--- config.mk ---
export PLATFORM = sky130hd
export DESIGN_NAME = rtc_timer_flat
export DESIGN_NICKNAME = d
export VERILOG_FILES = /design/src/rtl/rtc_pkg.sv /design/src/rtl/rtc_timer_if.sv /design/src/rtl/rtc_adj_ctrl.sv /design/src/rtl/rtc_timer.sv /design/src/flat_wrapper.sv
export SDC_FILE = /design/constraint.sdc
export NUM_CORES = 1
export LEC_CHECK = 0
export ABC_CLOCK_PERIOD_IN_PS = 14900
export BUFFER_PORTS_ARGS = -buffer_cell sky130_fd_sc_hd__buf_2
export CAP_MARGIN = 10
export CELL_PAD_IN_SITES_DETAIL_PLACEMENT = 0
export CELL_PAD_IN_SITES_GLOBAL_PLACEMENT = 2
export CORE_MARGIN = 2
export CORE_UTILIZATION = 37
export DETAILED_ROUTE_END_ITERATION = 10
export GPL_TIMING_DRIVEN = 1
export PLACE_DENSITY_LB_ADDON = 0.1
export RECOVER_POWER = 100
export SETUP_SLACK_MARGIN = 0.15
export SLEW_MARGIN = 20
export SYNTH_ARGS = -nofsm -noshare
export SYNTH_HDL_FRONTEND = slang
export SYNTH_HIERARCHICAL = 1
export SYNTH_SLANG_ARGS = --single-unit
--- constraint.sdc ---
create_clock -name clk -period 14.9 [get_ports clk]
set_clock_uncertainty 0.05 [all_clocks]
set_input_delay 1.49 -clock clk [delete_from_list [all_inputs] [get_ports clk]]
set_output_delay 1.49 -clock clk [all_outputs]
set_load 0.005 [all_outputs]
--- src/rtl/rtc_pkg.sv ---
// Shared widths, reset constants and a format helper for the real-time clock core.
package rtc_pkg;

    localparam int NS_W     = 38;  // ns, 30.8 fixed point
    localparam int SEC_W    = 48;  // whole seconds
    localparam int PER_W    = 40;  // period, 8.32 fixed point
    localparam int ACC_W    = 62;  // accumulator, 30.32 fixed point
    localparam int FRAC_EXT = 24;  // extra fraction bits of acc below the ns output
    localparam int ADJ_W    = 32;  // adjustment duration in clk cycles

    localparam logic [PER_W-1:0] RESET_PERIOD = 40'h08_0000_0000;  // 8 ns
    localparam logic [NS_W-1:0]  RESET_MODULO = 38'h3B_9ACA_0000;  // 1e9 ns

    // Widen a 30.8 ns value to the 30.32 accumulator format.
    function automatic logic [ACC_W-1:0] ns_to_acc(input logic [NS_W-1:0] ns);
        return {ns, {FRAC_EXT{1'b0}}};
    endfunction

endpackage

--- src/rtl/rtc_timer_if.sv ---
// Load/read-back bus between the register block (master) and the RTC core (slave).
interface rtc_timer_if;
    import rtc_pkg::*;

    logic               rtc_rst_in;
    logic               time_ld_in;
    logic [NS_W-1:0]    time_reg_ns_in;
    logic [SEC_W-1:0]   time_reg_sec_in;
    logic               period_ld_in;
    logic [PER_W-1:0]   period_in;
    logic [NS_W-1:0]    time_acc_modulo_in;
    logic               adj_ld_in;
    logic [ADJ_W-1:0]   adj_ld_data_in;
    logic [PER_W-1:0]   period_adj_in;
    logic [NS_W-1:0]    time_reg_ns_out;
    logic [SEC_W-1:0]   time_reg_sec_out;
    logic               pps_out;

    modport master (
        output rtc_rst_in, time_ld_in, time_reg_ns_in, time_reg_sec_in,
               period_ld_in, period_in, time_acc_modulo_in,
               adj_ld_in, adj_ld_data_in, period_adj_in,
        input  time_reg_ns_out, time_reg_sec_out, pps_out
    );

    modport slave (
        input  rtc_rst_in, time_ld_in, time_reg_ns_in, time_reg_sec_in,
               period_ld_in, period_in, time_acc_modulo_in,
               adj_ld_in, adj_ld_data_in, period_adj_in,
        output time_reg_ns_out, time_reg_sec_out, pps_out
    );

endinterface

--- src/rtl/rtc_adj_ctrl.sv ---
// Bounded-duration period override: holds the adjustment period and remaining
// cycle count, and selects which period feeds the accumulator this cycle.
module rtc_adj_ctrl
    import rtc_pkg::*;
(
    input  logic             clk,
    input  logic             rst_n,
    input  logic             soft_rst_i,
    input  logic             adj_ld_i,
    input  logic [ADJ_W-1:0] adj_cnt_i,
    input  logic [PER_W-1:0] per_adj_i,
    input  logic [PER_W-1:0] per_i,
    output logic [PER_W-1:0] inc_o
);

    localparam logic [ADJ_W-1:0] ADJ_ONE = 1;

    logic [ADJ_W-1:0] adj_cnt_q, adj_cnt_d;
    logic [PER_W-1:0] per_adj_q, per_adj_d;

    // Select uses the registered count, so a reload only affects the next tick.
    assign inc_o = (adj_cnt_q != '0) ? per_adj_q : per_i;

    // Next-state: soft reset wins, then reload, else count down while active.
    always_comb begin
        adj_cnt_d = adj_cnt_q;
        per_adj_d = per_adj_q;
        if (soft_rst_i) begin
            adj_cnt_d = '0;
            per_adj_d = '0;
        end else if (adj_ld_i) begin
            adj_cnt_d = adj_cnt_i;
            per_adj_d = per_adj_i;
        end else if (adj_cnt_q != '0) begin
            adj_cnt_d = adj_cnt_q - ADJ_ONE;
        end
    end

    // Adjustment state register.
    always_ff @(posedge clk or negedge rst_n) begin
        if (!rst_n) begin
            adj_cnt_q <= '0;
            per_adj_q <= '0;
        end else begin
            adj_cnt_q <= adj_cnt_d;
            per_adj_q <= per_adj_d;
        end
    end

endmodule

--- src/rtl/rtc_timer.sv ---
// Seconds/nanoseconds time-of-day counter advancing by a fractional-ns period
// each clock, with programmable ns rollover and a period override for slewing.
// Optional: define RTC_PPS_EN to drive pps_out; otherwise pps_out is tied low.
module rtc_timer
    import rtc_pkg::*;
#(
    parameter logic [rtc_pkg::PER_W-1:0] RESET_PERIOD = rtc_pkg::RESET_PERIOD,
    parameter logic [rtc_pkg::NS_W-1:0]  RESET_MODULO = rtc_pkg::RESET_MODULO
) (
    input  logic        clk,
    input  logic        rst_n,
    rtc_timer_if.slave  bus
);

    localparam logic [SEC_W-1:0] SEC_ONE = 1;

    logic [ACC_W-1:0] acc_q, acc_d;
    logic [SEC_W-1:0] sec_q, sec_d;
    logic [PER_W-1:0] per_q, per_d;
    logic [NS_W-1:0]  mod_q, mod_d;
    logic [PER_W-1:0] inc;
    logic [ACC_W-1:0] sum;
    logic             rollover;

    rtc_adj_ctrl u_adj_ctrl (
        .clk        (clk),
        .rst_n      (rst_n),
        .soft_rst_i (bus.rtc_rst_in),
        .adj_ld_i   (bus.adj_ld_in),
        .adj_cnt_i  (bus.adj_ld_data_in),
        .per_adj_i  (bus.period_adj_in),
        .per_i      (per_q),
        .inc_o      (inc)
    );

    // Single compare-and-subtract per cycle; mod==0 disables rollover entirely.
    assign sum      = acc_q + {{(ACC_W-PER_W){1'b0}}, inc};
    assign rollover = (mod_q != '0) && (sum[ACC_W-1:FRAC_EXT] >= mod_q);

    // Next-state: soft reset masks all strobes; time load replaces the tick.
    always_comb begin
        acc_d = acc_q;
        sec_d = sec_q;
        per_d = per_q;
        mod_d = mod_q;
        if (bus.rtc_rst_in) begin
            acc_d = '0;
            sec_d = '0;
            per_d = RESET_PERIOD;
            mod_d = RESET_MODULO;
        end else begin
            if (bus.time_ld_in) begin
                acc_d = ns_to_acc(bus.time_reg_ns_in);
                sec_d = bus.time_reg_sec_in;
            end else if (rollover) begin
                acc_d = sum - ns_to_acc(mod_q);
                sec_d = sec_q + SEC_ONE;
            end else begin
                acc_d = sum;
            end
            if (bus.period_ld_in) begin
                per_d = bus.period_in;
                mod_d = bus.time_acc_modulo_in;
            end
        end
    end

    // Time, period and modulo state register.
    always_ff @(posedge clk or negedge rst_n) begin
        if (!rst_n) begin
            acc_q <= '0;
            sec_q <= '0;
            per_q <= RESET_PERIOD;
            mod_q <= RESET_MODULO;
        end else begin
            acc_q <= acc_d;
            sec_q <= sec_d;
            per_q <= per_d;
            mod_q <= mod_d;
        end
    end

    assign bus.time_reg_ns_out  = acc_q[ACC_W-1:FRAC_EXT];
    assign bus.time_reg_sec_out = sec_q;

`ifdef RTC_PPS_EN
    logic pps_q;

    // One-cycle pulse on each ticked second rollover.
    always_ff @(posedge clk or negedge rst_n) begin
        if (!rst_n) begin
            pps_q <= 1'b0;
        end else begin
            pps_q <= !bus.rtc_rst_in && !bus.time_ld_in && rollover;
        end
    end

    assign bus.pps_out = pps_q;
`else
    assign bus.pps_out = 1'b0;
`endif

endmodule

--- src/flat_wrapper.sv ---
// flat-port wrapper written by rule: the top's interface ports become plain ports
module rtc_timer_flat import rtc_pkg::*;
#(
    parameter logic [rtc_pkg::PER_W-1:0] RESET_PERIOD = rtc_pkg::RESET_PERIOD,
    parameter logic [rtc_pkg::NS_W-1:0]  RESET_MODULO = rtc_pkg::RESET_MODULO
)
  (clk, rst_n, bus_rtc_rst_in, bus_time_ld_in, bus_time_reg_ns_in, bus_time_reg_sec_in, bus_period_ld_in, bus_period_in, bus_time_acc_modulo_in, bus_adj_ld_in, bus_adj_ld_data_in, bus_period_adj_in, bus_time_reg_ns_out, bus_time_reg_sec_out, bus_pps_out);
  rtc_timer_if bus_i ();
  input  logic clk;
  input  logic rst_n;
  input wire logic [$bits(bus_i.rtc_rst_in)-1:0] bus_rtc_rst_in;
  input wire logic [$bits(bus_i.time_ld_in)-1:0] bus_time_ld_in;
  input wire logic [$bits(bus_i.time_reg_ns_in)-1:0] bus_time_reg_ns_in;
  input wire logic [$bits(bus_i.time_reg_sec_in)-1:0] bus_time_reg_sec_in;
  input wire logic [$bits(bus_i.period_ld_in)-1:0] bus_period_ld_in;
  input wire logic [$bits(bus_i.period_in)-1:0] bus_period_in;
  input wire logic [$bits(bus_i.time_acc_modulo_in)-1:0] bus_time_acc_modulo_in;
  input wire logic [$bits(bus_i.adj_ld_in)-1:0] bus_adj_ld_in;
  input wire logic [$bits(bus_i.adj_ld_data_in)-1:0] bus_adj_ld_data_in;
  input wire logic [$bits(bus_i.period_adj_in)-1:0] bus_period_adj_in;
  output wire logic [$bits(bus_i.time_reg_ns_out)-1:0] bus_time_reg_ns_out;
  output wire logic [$bits(bus_i.time_reg_sec_out)-1:0] bus_time_reg_sec_out;
  output wire logic [$bits(bus_i.pps_out)-1:0] bus_pps_out;
  assign bus_i.rtc_rst_in = bus_rtc_rst_in;
  assign bus_i.time_ld_in = bus_time_ld_in;
  assign bus_i.time_reg_ns_in = bus_time_reg_ns_in;
  assign bus_i.time_reg_sec_in = bus_time_reg_sec_in;
  assign bus_i.period_ld_in = bus_period_ld_in;
  assign bus_i.period_in = bus_period_in;
  assign bus_i.time_acc_modulo_in = bus_time_acc_modulo_in;
  assign bus_i.adj_ld_in = bus_adj_ld_in;
  assign bus_i.adj_ld_data_in = bus_adj_ld_data_in;
  assign bus_i.period_adj_in = bus_period_adj_in;
  assign bus_time_reg_ns_out = bus_i.time_reg_ns_out;
  assign bus_time_reg_sec_out = bus_i.time_reg_sec_out;
  assign bus_pps_out = bus_i.pps_out;
  rtc_timer #(.RESET_PERIOD(RESET_PERIOD), .RESET_MODULO(RESET_MODULO)) u_core (.clk(clk), .rst_n(rst_n), .bus(bus_i));
endmodule
==> summary.txt <==
Yosys
  • Top-area cell type share of the netlist area: 0.336
  • Avg Inst Size Synth: between 8 and 9 um^2
  • Synth Flop Type: dfrtp_1
  • Share of synthesized registers carrying an async set or reset: 1.00
  • Count of cell types in the netlist: 85
  • Syn Nets: 2399
  • Netlist Area Pre-Place: 18300 um^2
  • Cells after Synth: ~2100
  • Dominant cells by area after synthesis: dfrtp_1 34%, mux2i_1 6.3%, ha_1 5.5%, nor2_1 5.4%, xnor2_1 4.4%
  • Cell taking the most area after synthesis: dfrtp_1
  • Post-synth EDFFs: 0
  • FF+latch count, synth: 260
  • Register area share after synthesis: 0.356
  • Yosys warns: 6

Setup path
  • Top Family by Delay on Critical Path: simple AND/OR/NAND/NOR gates
  • Worst-path cell with the longest stage delay: clkbuf_1
  • CP peak stage delay: 1.21 ns
  • CP arrival: about 11 ns
  • CP cell instances: nor4_1 > and2_0 > nand4_2 > clkbuf_1 > mux2_2 > ha_1 > nand3_1 > nor2_1 > nor2_1 > o311ai_0 > nand3_1 > a211oi_1 > xor2_1 > ha_1 > nand3_1 > nor3_1 > nand2_1 > a211oi_1 > nor3_1 > buf_4 > nor2_1 > clkbuf_1 > nand3_1 > a221oi_1
  • Kind of critical path: flip-flop to flip-flop
  • Crit path max fanout: between 40 and 50
  • CP Capture Type: flip-flop
  • CP startpoint kind: flip-flop
  • CP required: between 15 and 20 ns
  • Buf/Inv on CP: 3
  • Most used cell, CP: nand3_1

Floorplan
  • Die H: ~230 um
  • Die area: roughly 50000 um^2
  • Die X: ~230 um
  • Core ar.: 49000 um^2
  • # IOs: about 330
  • Row count: roughly 80
  • Initial Util: 0.375

Clocking
  • Root Buffer Master: clkbuf_16
  • Setup Buffers After CTS: 0
  • Hold buffer count at cts: 0
  • CTS tree: yes
  • Clock latency on the worst-skew pair: 0.56 ns
  • Reg clk slew, reported paths: 0.06 ns
  • Post_cts resized: 0
  • Htree depth: 2
  • Clk sink count: between 200 and 300
  • TritonCTS Buffers: 35
  • Clock Tree Buf Depth: 3

STA
  • Slew HR: -1.64
  • Fmax: ~0.094 GHz
  • Setup violations, final: 0
  • Fin crit share: 0.715
  • Worst Max-Slew Pin Slew: roughly 4 ns
  • Slew Limit Fails: around 560
  • RSZ-0062 raised after global routing: no
  • Hold Fails Final Rpt: 0
  • Final min period: ~11 ns
  • Hold_ws: ~0.47 ns
  • Setup_tns: 0 ns

Power and ir drop
  • Sequential share of power: 0.362
  • Leakage: between 9 and 10 nW
  • Sw Ratio: 0.317
  • Comb pwr share: 0.228
  • Worst vdd ir: about 0.085 mV
  • Pwr dens: approximately 100 nW/um^2
  • Switching power: 0.701 mW
  • Cell Int Power: 1.51 mW
  • Clk pwr share: 0.410

Final layout
  • Area occupied by multi-input gates: 10700 um^2
  • Layout cell share with drive strength beyond 1: 0.171
  • Antenna cells: 0
  • Area grow syn2layout: 15.8%
  • Fill count: approximately 5000
  • Final core utilization: 0.434
  • Nets: approximately 2600
  • Reg area: about 6500 um^2

Place
  • Post-DP HPWL: 46800 um
  • Final GP Congestion: ~0.89
  • PortBufs: 327

GRT
  • Total GRT Usage: 0.242
  • Grt ovf: 0
  • Global-route wire length before repair: around 95000 um
  • Vias in the first global route: around 17000
  • Initial antenna violation count: 3
  • Largest net degree at the start of global routing: between 70 and 80

Job
  • Max Cap Viol: 10

Detailed routing
  • Via-to-Cell Ratio: between 5 and 6
  • DRC errors left: 0
  • Starting DRT DRC Count: ~1100
  • Drt wl/cell: ~21 um
  • Antenna Nets Post-Route: 0
  • Drt total wl: 62800 um
  • Pre-Repair DR Iteration Count: 5
  • Routed via count: 16400

Status
  • Failing checks: max-capacitance violations, max-slew violations
  • Status: complete, but fails checks

Min path
  • Min-Delay Path Class: flip-flop to flip-flop
## kinds of logic (layout without fill, tap and decap cells)
family                   count (synthesis)  in the layout  synth area share
AO/OA/AOI/OAI                          430            430             0.164
XOR/XNOR                               147            147            0.0702
adder cells (fa/ha/maj)                 82             82            0.0568
buffers and inverters                  241            491            0.0592
flip-flops                             260            260             0.356
multiplexers                           156            156            0.0879
other                                    1              1          0.000205
AND/OR/NAND/NOR                        758            758             0.206
## path summary, 6_finish.rpt
kind                       slack [ns]                              end                      startpoint  cells after the start
max                              4.25                 u_core/acc_q[61]  u_core/u_adj_ctrl/adj_cnt_q[4]                     24
min                              0.47                 u_core/per_q[36]                u_core/per_q[36]                      2
max reg2reg                      4.25                 u_core/acc_q[61]  u_core/u_adj_ctrl/adj_cnt_q[4]                     24
min reg2reg                      0.47                 u_core/per_q[36]                u_core/per_q[36]                      2
max in group asynchronous        7.44  u_core/bus.time_reg_sec_out[31]                           rst_n                      2
min in group asynchronous        2.17                 u_core/per_q[12]                           rst_n                      1
## cell usage after synthesis, types with 34 or more instances
| master | count |
|---|---|
| nor4_1 | 47 |
| ha_1 | 80 |
| nand3_1 | 52 |
| mux2i_1 | 116 |
| xor2_1 | 54 |
| inv_1 | 82 |
| o21ai_0 | 57 |
| nor2_1 | 265 |
| clkbuf_1 | 93 |
| a21oi_1 | 104 |
| a21o_1 | 35 |
| nand4_1 | 34 |
| nor3_1 | 59 |
| dfrtp_1 | 246 |
| mux2_2 | 40 |
| buf_4 | 39 |
| xnor2_1 | 93 |
| a211oi_1 | 59 |
| nand2_1 | 140 |
## flip-flops by register name (all words and copies together), names as in the netlist
name and flops:
u_core/acc_q 62, u_core/mod_q 38, u_core/u_adj_ctrl/per_adj_q 40, u_core/bus.time_reg_sec_out 48, u_core/u_adj_ctrl/adj_cnt_q 32, u_core/per_q 40
## cell type report
cell class              instances  share of cell area
clock inverters                17              0.0102
flip-flops and latches        260               0.307
repair buffers                344              0.0776
inverters                      83              0.0147
well taps                     664              0.0391
clock buffers                  47              0.0486
multi-input cells            1574               0.503
## layout by cell type (no fill, tap or decap), drive strengths merged, types with 35 or more instances in the layout
cell	n
mux2i	116
inv	85
nor3	59
nor4	55
nand2	140
a21o	35
nor2	265
o21ai	57
a21oi	104
a211oi	59
xnor2	93
xor2	54
nand4	36
dfrtp	246
mux2	40
nand3	52
clkbuf	129
ha	80
buf	262
## power by group through the flow
stage	Clock, mW	Combinational (mW)	Sequential (mW)
floorplan	0	0.351	0.794
global placement	0	0.507	0.811
finish	0.906	0.504	0.800
CTS	0.934	0.510	0.800
detailed placement	0	0.507	0.812
global route	0.961	0.560	0.806
## through the flow
stage	cells	setup slack (ns)	instance area (um^2)	total power [mW]
6_report	2989	4.25	21200	2.21
5_1_grt	2989	3.10	21200	2.33
4_1_cts	2989	6.77	21400	2.24
3_5_place_dp	2925	6.81	20200	1.32
3_3_place_gp	2925	6.97	20200	1.32
2_1_floorplan	2075	8.31	18300	1.15
## metal layers
metal / GRT usage / share of wire / wire [um]
met1: 0.319 / 0.44 / 27800
met2: 0.405 / 0.48 / 30200
met3: 0.0333 / 0.043 / 2730
met4: 0.0883 / 0.031 / 1970
met5: 0 / 0.00048 / 30
## tightest hold or removal path: cells and delay by family (launching register included)
kind,cells,cell delay (ns)
flops,1,0.34
mux,1,0.07
simple gates,1,0.07
No activity file was read; power rests on OpenSTA's default activity.
